==> config.mk <==
export PLATFORM = sky130hd
export DESIGN_NAME = bmf_err_sampler
export DESIGN_NICKNAME = d
export VERILOG_FILES = /design/src/rtl/bmf_sampler_pkg.sv /design/src/rtl/bmf_popcount.sv /design/src/rtl/bmf_err_sampler.sv
export SDC_FILE = /design/constraint.sdc
export NUM_CORES = 1
export LEC_CHECK = 0
export ABC_AREA = 1
export BUFFER_PORTS_ARGS = -buffer_cell sky130_fd_sc_hd__buf_2
export CAP_MARGIN = 20
export CORE_MARGIN = 1
export CORE_UTILIZATION = 45
export CTS_BUF_LIST = sky130_fd_sc_hd__clkbuf_8 sky130_fd_sc_hd__clkbuf_16
export DETAILED_ROUTE_END_ITERATION = 10
export PLACE_DENSITY = 0.68
export SYNTH_ARGS = -nofsm -noshare
export SYNTH_HDL_FRONTEND = slang
export SYNTH_SLANG_ARGS = --single-unit
==> constraint.sdc <==
create_clock -name clk -period 3.24 [get_ports clk]
set_input_delay 0 -clock clk [delete_from_list [all_inputs] [get_ports clk]]
set_output_delay 0 -clock clk [all_outputs]
set_load 0.02 [all_outputs]
==> src/rtl/bmf_sampler_pkg.sv <==
// Shared definitions for the BMF error sampler.
// Holds the sequencer state encoding, the Galois LFSR constants and
// small arithmetic helpers used by the sampler datapath.
package bmf_sampler_pkg;

  typedef enum logic [1:0] {
    ST_IDLE  = 2'd0,
    ST_RUN   = 2'd1,
    ST_DRAIN = 2'd2,
    ST_DONE  = 2'd3
  } state_e;

  localparam logic [15:0] LFSR_TAPS    = 16'hB400;
  localparam logic [15:0] DEFAULT_SEED = 16'hACE1;

  // Add two values and clamp the result at max_val. The 33-bit
  // intermediate keeps the carry so nothing ever wraps.
  function automatic logic [31:0] sat_add(input logic [31:0] a,
                                          input logic [31:0] b,
                                          input logic [31:0] max_val);
    logic [32:0] s;
    s = {1'b0, a} + {1'b0, b};
    if (s > {1'b0, max_val}) return max_val;
    return s[31:0];
  endfunction

  // One step of the right-shifting Galois LFSR.
  function automatic logic [15:0] lfsr_step(input logic [15:0] l);
    logic [15:0] n;
    n = l >> 1;
    if (l[0]) n = n ^ LFSR_TAPS;
    return n;
  endfunction

endpackage

==> src/rtl/bmf_popcount.sv <==
// Combinational population count of the registered mismatch vector.
// Ports:
//   vec   - input vector, NUM_OUT bits wide (1..16)
//   count - number of ones in vec, 5 bits (max 16)
module bmf_popcount #(
  parameter int NUM_OUT = 5
) (
  input  logic [NUM_OUT-1:0] vec,
  output logic [4:0]         count
);

  always_comb begin
    count = '0;
    for (int i = 0; i < NUM_OUT; i++) begin
      count = count + 5'(vec[i]);
    end
  end

endmodule

==> src/rtl/bmf_err_sampler.sv <==
// Sequencer and error-metric engine for a BMF-partitioned approximate
// sub-circuit. Drives one vector per cycle into the exact and approximate
// partition instances and accumulates mismatch count, Hamming-distance
// sum and worst-case Hamming distance.
// Ports:
//   clk, rst        - clock, synchronous active-high reset
//   start, abort    - begin a run (IDLE/DONE only) / stop current run
//   mode_exh        - 1 = exhaustive sweep, 0 = LFSR random sampling
//   num_samples     - sample count in LFSR mode (latched at start)
//   seed            - LFSR seed (latched at start, 0 selects LFSR_SEED)
//   dut_in          - vector driven to both partition instances
//   exact_out       - exact partition response
//   approx_out      - approximate partition response
//   busy, done      - run in progress / results final
//   mismatch_cnt    - samples with any differing output bit
//   hd_sum          - saturating sum of per-sample Hamming distances
//   hd_max          - worst per-sample Hamming distance
module bmf_err_sampler
  import bmf_sampler_pkg::*;
#(
  parameter int          NUM_IN    = 10,
  parameter int          NUM_OUT   = 5,
  parameter int          CNT_W     = 16,
  parameter int          SUM_W     = 20,
  parameter logic [15:0] LFSR_SEED = DEFAULT_SEED
) (
  input  logic               clk,
  input  logic               rst,
  input  logic               start,
  input  logic               abort,
  input  logic               mode_exh,
  input  logic [CNT_W-1:0]   num_samples,
  input  logic [15:0]        seed,
  output logic [NUM_IN-1:0]  dut_in,
  input  logic [NUM_OUT-1:0] exact_out,
  input  logic [NUM_OUT-1:0] approx_out,
  output logic               busy,
  output logic               done,
  output logic [CNT_W-1:0]   mismatch_cnt,
  output logic [SUM_W-1:0]   hd_sum,
  output logic [4:0]         hd_max
);

  // The sample index must hold both num_samples and 2^NUM_IN.
  localparam int IDX_W = (CNT_W > NUM_IN) ? CNT_W + 1 : NUM_IN + 1;
  localparam logic [31:0] MIS_MAX = 32'((64'd1 << CNT_W) - 64'd1);
  localparam logic [31:0] SUM_MAX = 32'((64'd1 << SUM_W) - 64'd1);

  state_e             state_q, state_d;
  logic               mode_q, mode_d;
  logic [IDX_W-1:0]   n_q, n_d;
  logic [IDX_W-1:0]   idx_q, idx_d;
  logic [15:0]        lfsr_q, lfsr_d;
  logic [NUM_IN-1:0]  dut_in_q, dut_in_d;
  logic [NUM_OUT-1:0] xor_q, xor_d;
  logic               xor_vld_q, xor_vld_d;
  logic [CNT_W-1:0]   mismatch_q, mismatch_d;
  logic [SUM_W-1:0]   hd_sum_q, hd_sum_d;
  logic [4:0]         hd_max_q, hd_max_d;

  logic [4:0]         pop_cnt;
  logic [15:0]        seed_eff;
  logic [15:0]        lfsr_next;

  bmf_popcount #(.NUM_OUT(NUM_OUT)) u_popcount (
    .vec   (xor_q),
    .count (pop_cnt)
  );

  assign seed_eff  = (seed == 16'd0) ? LFSR_SEED : seed;
  assign lfsr_next = lfsr_step(lfsr_q);

  // Next-state logic. Stage 2 accumulation is computed first so that a
  // start in IDLE/DONE can override it with the cleared values. Abort
  // suppresses both the stage-1 capture and the stage-2 update so the
  // in-flight sample never reaches the accumulators.
  always_comb begin
    state_d    = state_q;
    mode_d     = mode_q;
    n_d        = n_q;
    idx_d      = idx_q;
    lfsr_d     = lfsr_q;
    dut_in_d   = dut_in_q;
    xor_d      = xor_q;
    xor_vld_d  = 1'b0;
    mismatch_d = mismatch_q;
    hd_sum_d   = hd_sum_q;
    hd_max_d   = hd_max_q;

    if (xor_vld_q && !abort) begin
      mismatch_d = CNT_W'(sat_add(32'(mismatch_q),
                                  (xor_q != '0) ? 32'd1 : 32'd0, MIS_MAX));
      hd_sum_d   = SUM_W'(sat_add(32'(hd_sum_q), 32'(pop_cnt), SUM_MAX));
      if (pop_cnt > hd_max_q) hd_max_d = pop_cnt;
    end

    case (state_q)
      ST_IDLE, ST_DONE: begin
        if (abort) begin
          state_d = ST_IDLE;
        end else if (start) begin
          mode_d     = mode_exh;
          n_d        = mode_exh ? (IDX_W'(1) << NUM_IN) : IDX_W'(num_samples);
          idx_d      = IDX_W'(1);
          lfsr_d     = seed_eff;
          dut_in_d   = mode_exh ? '0 : seed_eff[NUM_IN-1:0];
          mismatch_d = '0;
          hd_sum_d   = '0;
          hd_max_d   = '0;
          state_d    = (!mode_exh && num_samples == '0) ? ST_DRAIN : ST_RUN;
        end
      end
      ST_RUN: begin
        if (abort) begin
          state_d = ST_IDLE;
        end else begin
          xor_d     = exact_out ^ approx_out;
          xor_vld_d = 1'b1;
          // The run ends on the last vector, so the exhaustive counter
          // never has to wrap.
          if (idx_q == n_q) begin
            state_d = ST_DRAIN;
          end else begin
            idx_d = idx_q + IDX_W'(1);
            if (mode_q) begin
              dut_in_d = dut_in_q + NUM_IN'(1);
            end else begin
              lfsr_d   = lfsr_next;
              dut_in_d = lfsr_next[NUM_IN-1:0];
            end
          end
        end
      end
      ST_DRAIN: begin
        state_d = abort ? ST_IDLE : ST_DONE;
      end
      default: state_d = ST_IDLE;
    endcase
  end

  // State registers with synchronous reset.
  always_ff @(posedge clk) begin
    if (rst) begin
      state_q    <= ST_IDLE;
      mode_q     <= 1'b0;
      n_q        <= '0;
      idx_q      <= '0;
      lfsr_q     <= '0;
      dut_in_q   <= '0;
      xor_q      <= '0;
      xor_vld_q  <= 1'b0;
      mismatch_q <= '0;
      hd_sum_q   <= '0;
      hd_max_q   <= '0;
    end else begin
      state_q    <= state_d;
      mode_q     <= mode_d;
      n_q        <= n_d;
      idx_q      <= idx_d;
      lfsr_q     <= lfsr_d;
      dut_in_q   <= dut_in_d;
      xor_q      <= xor_d;
      xor_vld_q  <= xor_vld_d;
      mismatch_q <= mismatch_d;
      hd_sum_q   <= hd_sum_d;
      hd_max_q   <= hd_max_d;
    end
  end

  assign dut_in       = dut_in_q;
  assign busy         = (state_q == ST_RUN) || (state_q == ST_DRAIN);
  assign done         = (state_q == ST_DONE);
  assign mismatch_cnt = mismatch_q;
  assign hd_sum       = hd_sum_q;
  assign hd_max       = hd_max_q;

endmodule

==> impl_metrics.toml <==
[placement]
gp_congestion = 0.854
post-place-ws_ns = -0.197
placed_area_um2 = 7250
hpwl_um = 12300
portBuffers = 99

[global_route]
grt_max_degree = 40
grt_pass1_wl_um = 29200
grt_usage = 0.246
antenna_found_initial = 0
grt_pass1_vias = 6127
gr-total-overflow = 0

[sta]
fin_setup_tns_ns = -0.783
finClkSkew_ns = 0.00644
timing.final.crit_period_ns = 3.32
final_hold_viol_count = 0
rsz0062_at_grt = "true"
finalMaxSlewViolations = 0
fin_ws_ns = -0.0754
fmax_mhz = 302
holdWs_ns = 0.00450
finalCritPeriodShare = 1.02
max_slew.worst_pin.slew_ns = 0.627
setup_violations = 19
relSlewSlack = 0.581

[route]
postRouteAntennaNets = 0
firstDrtPassIters = 5
top_layer_used = "met4"
routedWlPerCell_um = 13.8
drc = 0
drt-initial-drc-count = 359
via_count = 6655
wl_met2_um = 8170
routed_wl_um = 17700
vias_per_cell = 5.18
drt-met1-wl_um = 8320
met3WireLength_um = 1020

[layout]
n_antenna_cell = 0
area_growth_pct = 20.4
design_area_um2 = 7910
layout.nets = 1165
drive_above_1_share = 0.185

[critical_path]
cpMaxStageDelayCell = "fa_1"
critPathArrivalTime_ns = 3.63
crit_chain = "inv_2 -> ha_4 -> inv_2 -> fa_1 -> inv_1 -> ha_2 -> fa_1 -> inv_1 -> fa_2 -> o21ai_4 -> nand2_4 -> nor2_8 -> nand3_4 -> inv_4 -> nand2_4 -> nand2_4 -> inv_8 -> o21ai_1 -> nand2_1 -> inv_1"
cpPeakStageDelay_ns = 0.50
worstSetupPathType = "reg -> reg"
worstPathRequired_ns = 3.55
crit_fanout = 8
start_kind = "flip-flop"
cp-end-kind = "flip-flop"

[hold_path]
hp-class = "in -> reg"

[die]
initial_core_util = 0.468
coreArea_um2 = 14000
die_h_um = 123
dieArea_um2 = 15100
io_pins = 100
die_x_um = 123
rows = 43

[power]
p_leak_nw = 3.50
ir_worst_vdd_uv = 255
power_mw = 3.42
powerDensity_nw_per_um2 = 432

[logic_synthesis]
ys_warn_count = 0
synth_area_um2 = 6570
seq_area_frac_synth = 0.332
synth_top_area_share = 0.332
synth_fp_nets = 1042
synth.largest_area_cell = "dfxtp_1"
syn-mean-instance-area_um2 = 6.73
synth_cell_types = 46
ys_ff_latch = 109
yosysMostFrequentCell = "nand2_1"
syn_inst = 976
synth_common_cells = "nand2_1 (187), nor2_1 (138), dfxtp_1 (109)"
synth.top_cells.by_area = "dfxtp_1 (33%), nand2_1 (11%), nor2_1 (7.9%)"
synth-edff-count = 0
ys_async_sr_fraction = 0
synth_top_flop_cell = "dfxtp_1"

[status]
outcome = "finished, violations left"
violations = "setup timing"

[cts]
clk_path_buf_depth = 2
clock_latency_ns = 0.36
clock-root-buffer = "clkbuf_16"
cts_tree = "built"
clock_sinks = 109
cts_made_buffers = 9
h-tree-depth = 3
path_clk_slew_ns = 0.07

[run]
max_cap_viol_count = 0
==> worst max-delay path: cells and delay by family (launching register included) <==
kind,cells,cell delay (ns)
fa+ha+maj,5,1.76
simple gates,6,0.54
buf+inv,7,0.38
flops,1,0.34
compound gates,2,0.24
==> final cells by class <==
class | count | area, um2
inverter | 117 | 449
sequential | 109 | 2180
clock inverter | 7 | 35.0
fill | 1391 | 6130
clock buffer | 9 | 225
timing repair buffer | 152 | 960
tap | 180 | 225
timing repair inverter | 1 | 6.26
multi-input combinational | 709 | 3830
==> routing by layer <==
layer | track usage | up-vias
li1 | - | 3425
met1 | 0.336 | 3041
met2 | 0.400 | 172
met3 | 0.0335 | 17
met4 | 0.0755 | 0
met5 | 0 | -
==> layout by cell type, fill, tap and decap left out, drive strengths merged, types with 3 or more instances in the layout <==
cell         instances
nor3                16
dfxtp              109
a32o                 6
clkinv               5
nand4               21
nand2              196
ha                  16
xnor2               20
nand3               78
fa                   3
clkbuf               9
dlygate4sd3         22
o21ai               66
or2                  3
a21oi               79
nor2               144
nand3b               3
inv                119
a31oi               10
o32ai                5
buf                130
xor2                30
==> final timing paths <==
kind         depth (start not counted)  slack [ns]         start          to
max                                 20       -0.08      xor_q[1]  hd_sum[12]
min                                  3       0.004  exact_out[2]    xor_q[2]
max reg2reg                         20       -0.08      xor_q[1]  hd_sum[12]
min reg2reg                          2        0.44     hd_max[3]   hd_max[3]
==> flip-flops by register name, indices dropped and copies added, names as in the netlist <==
register,count
lfsr_q,16
idx_q,17
hd_max,5
dut_in,10
n_q,16
mode_q,1
xor_vld_q,1
mismatch_cnt,16
state_q,2
hd_sum,20
xor_q,5
==> power by group <==
part / internal, mW / switching [mW] / leakage [nW]
registers: 1.43 / 0.0876 / 0.885
clock network: 0.512 / 0.529 / 0.137
logic: 0.309 / 0.545 / 2.48
total: 2.25 / 1.16 / 3.50
==> cells by family (layout without fill, tap and decap cells) <==
group | Yosys count | count (layout) | synth area share
buffers and inverters | 158 | 286 | 0.0986
adder cells (fa/ha/maj) | 19 | 19 | 0.0396
flip-flops | 109 | 109 | 0.332
AND/OR/NAND/NOR | 463 | 463 | 0.308
XOR/XNOR | 50 | 50 | 0.0666
AO/OA/AOI/OAI | 175 | 175 | 0.152
multiplexers | 2 | 2 | 0.00305
==> what timing repair did <==
action / in CTS / in global routing
gates resized for setup: 19 / 13
setup endpoints to repair: 20 / 21
cloned: 1 / 0
endpoints found under the hold margin: 19 / 0
setup buffers: 7 / 3
pin swaps: 7 / 5
hold buffers: 22 / 0
==> through the flow <==
step / util / std cells
finish: 0.563 / 1284
global route: 0.563 / 1284
CTS: 0.558 / 1281
detailed placement: 0.516 / 1235
global placement: 0.516 / 1235
floorplan: - / 976
Note: power is estimated with default switching activity, not from simulation.
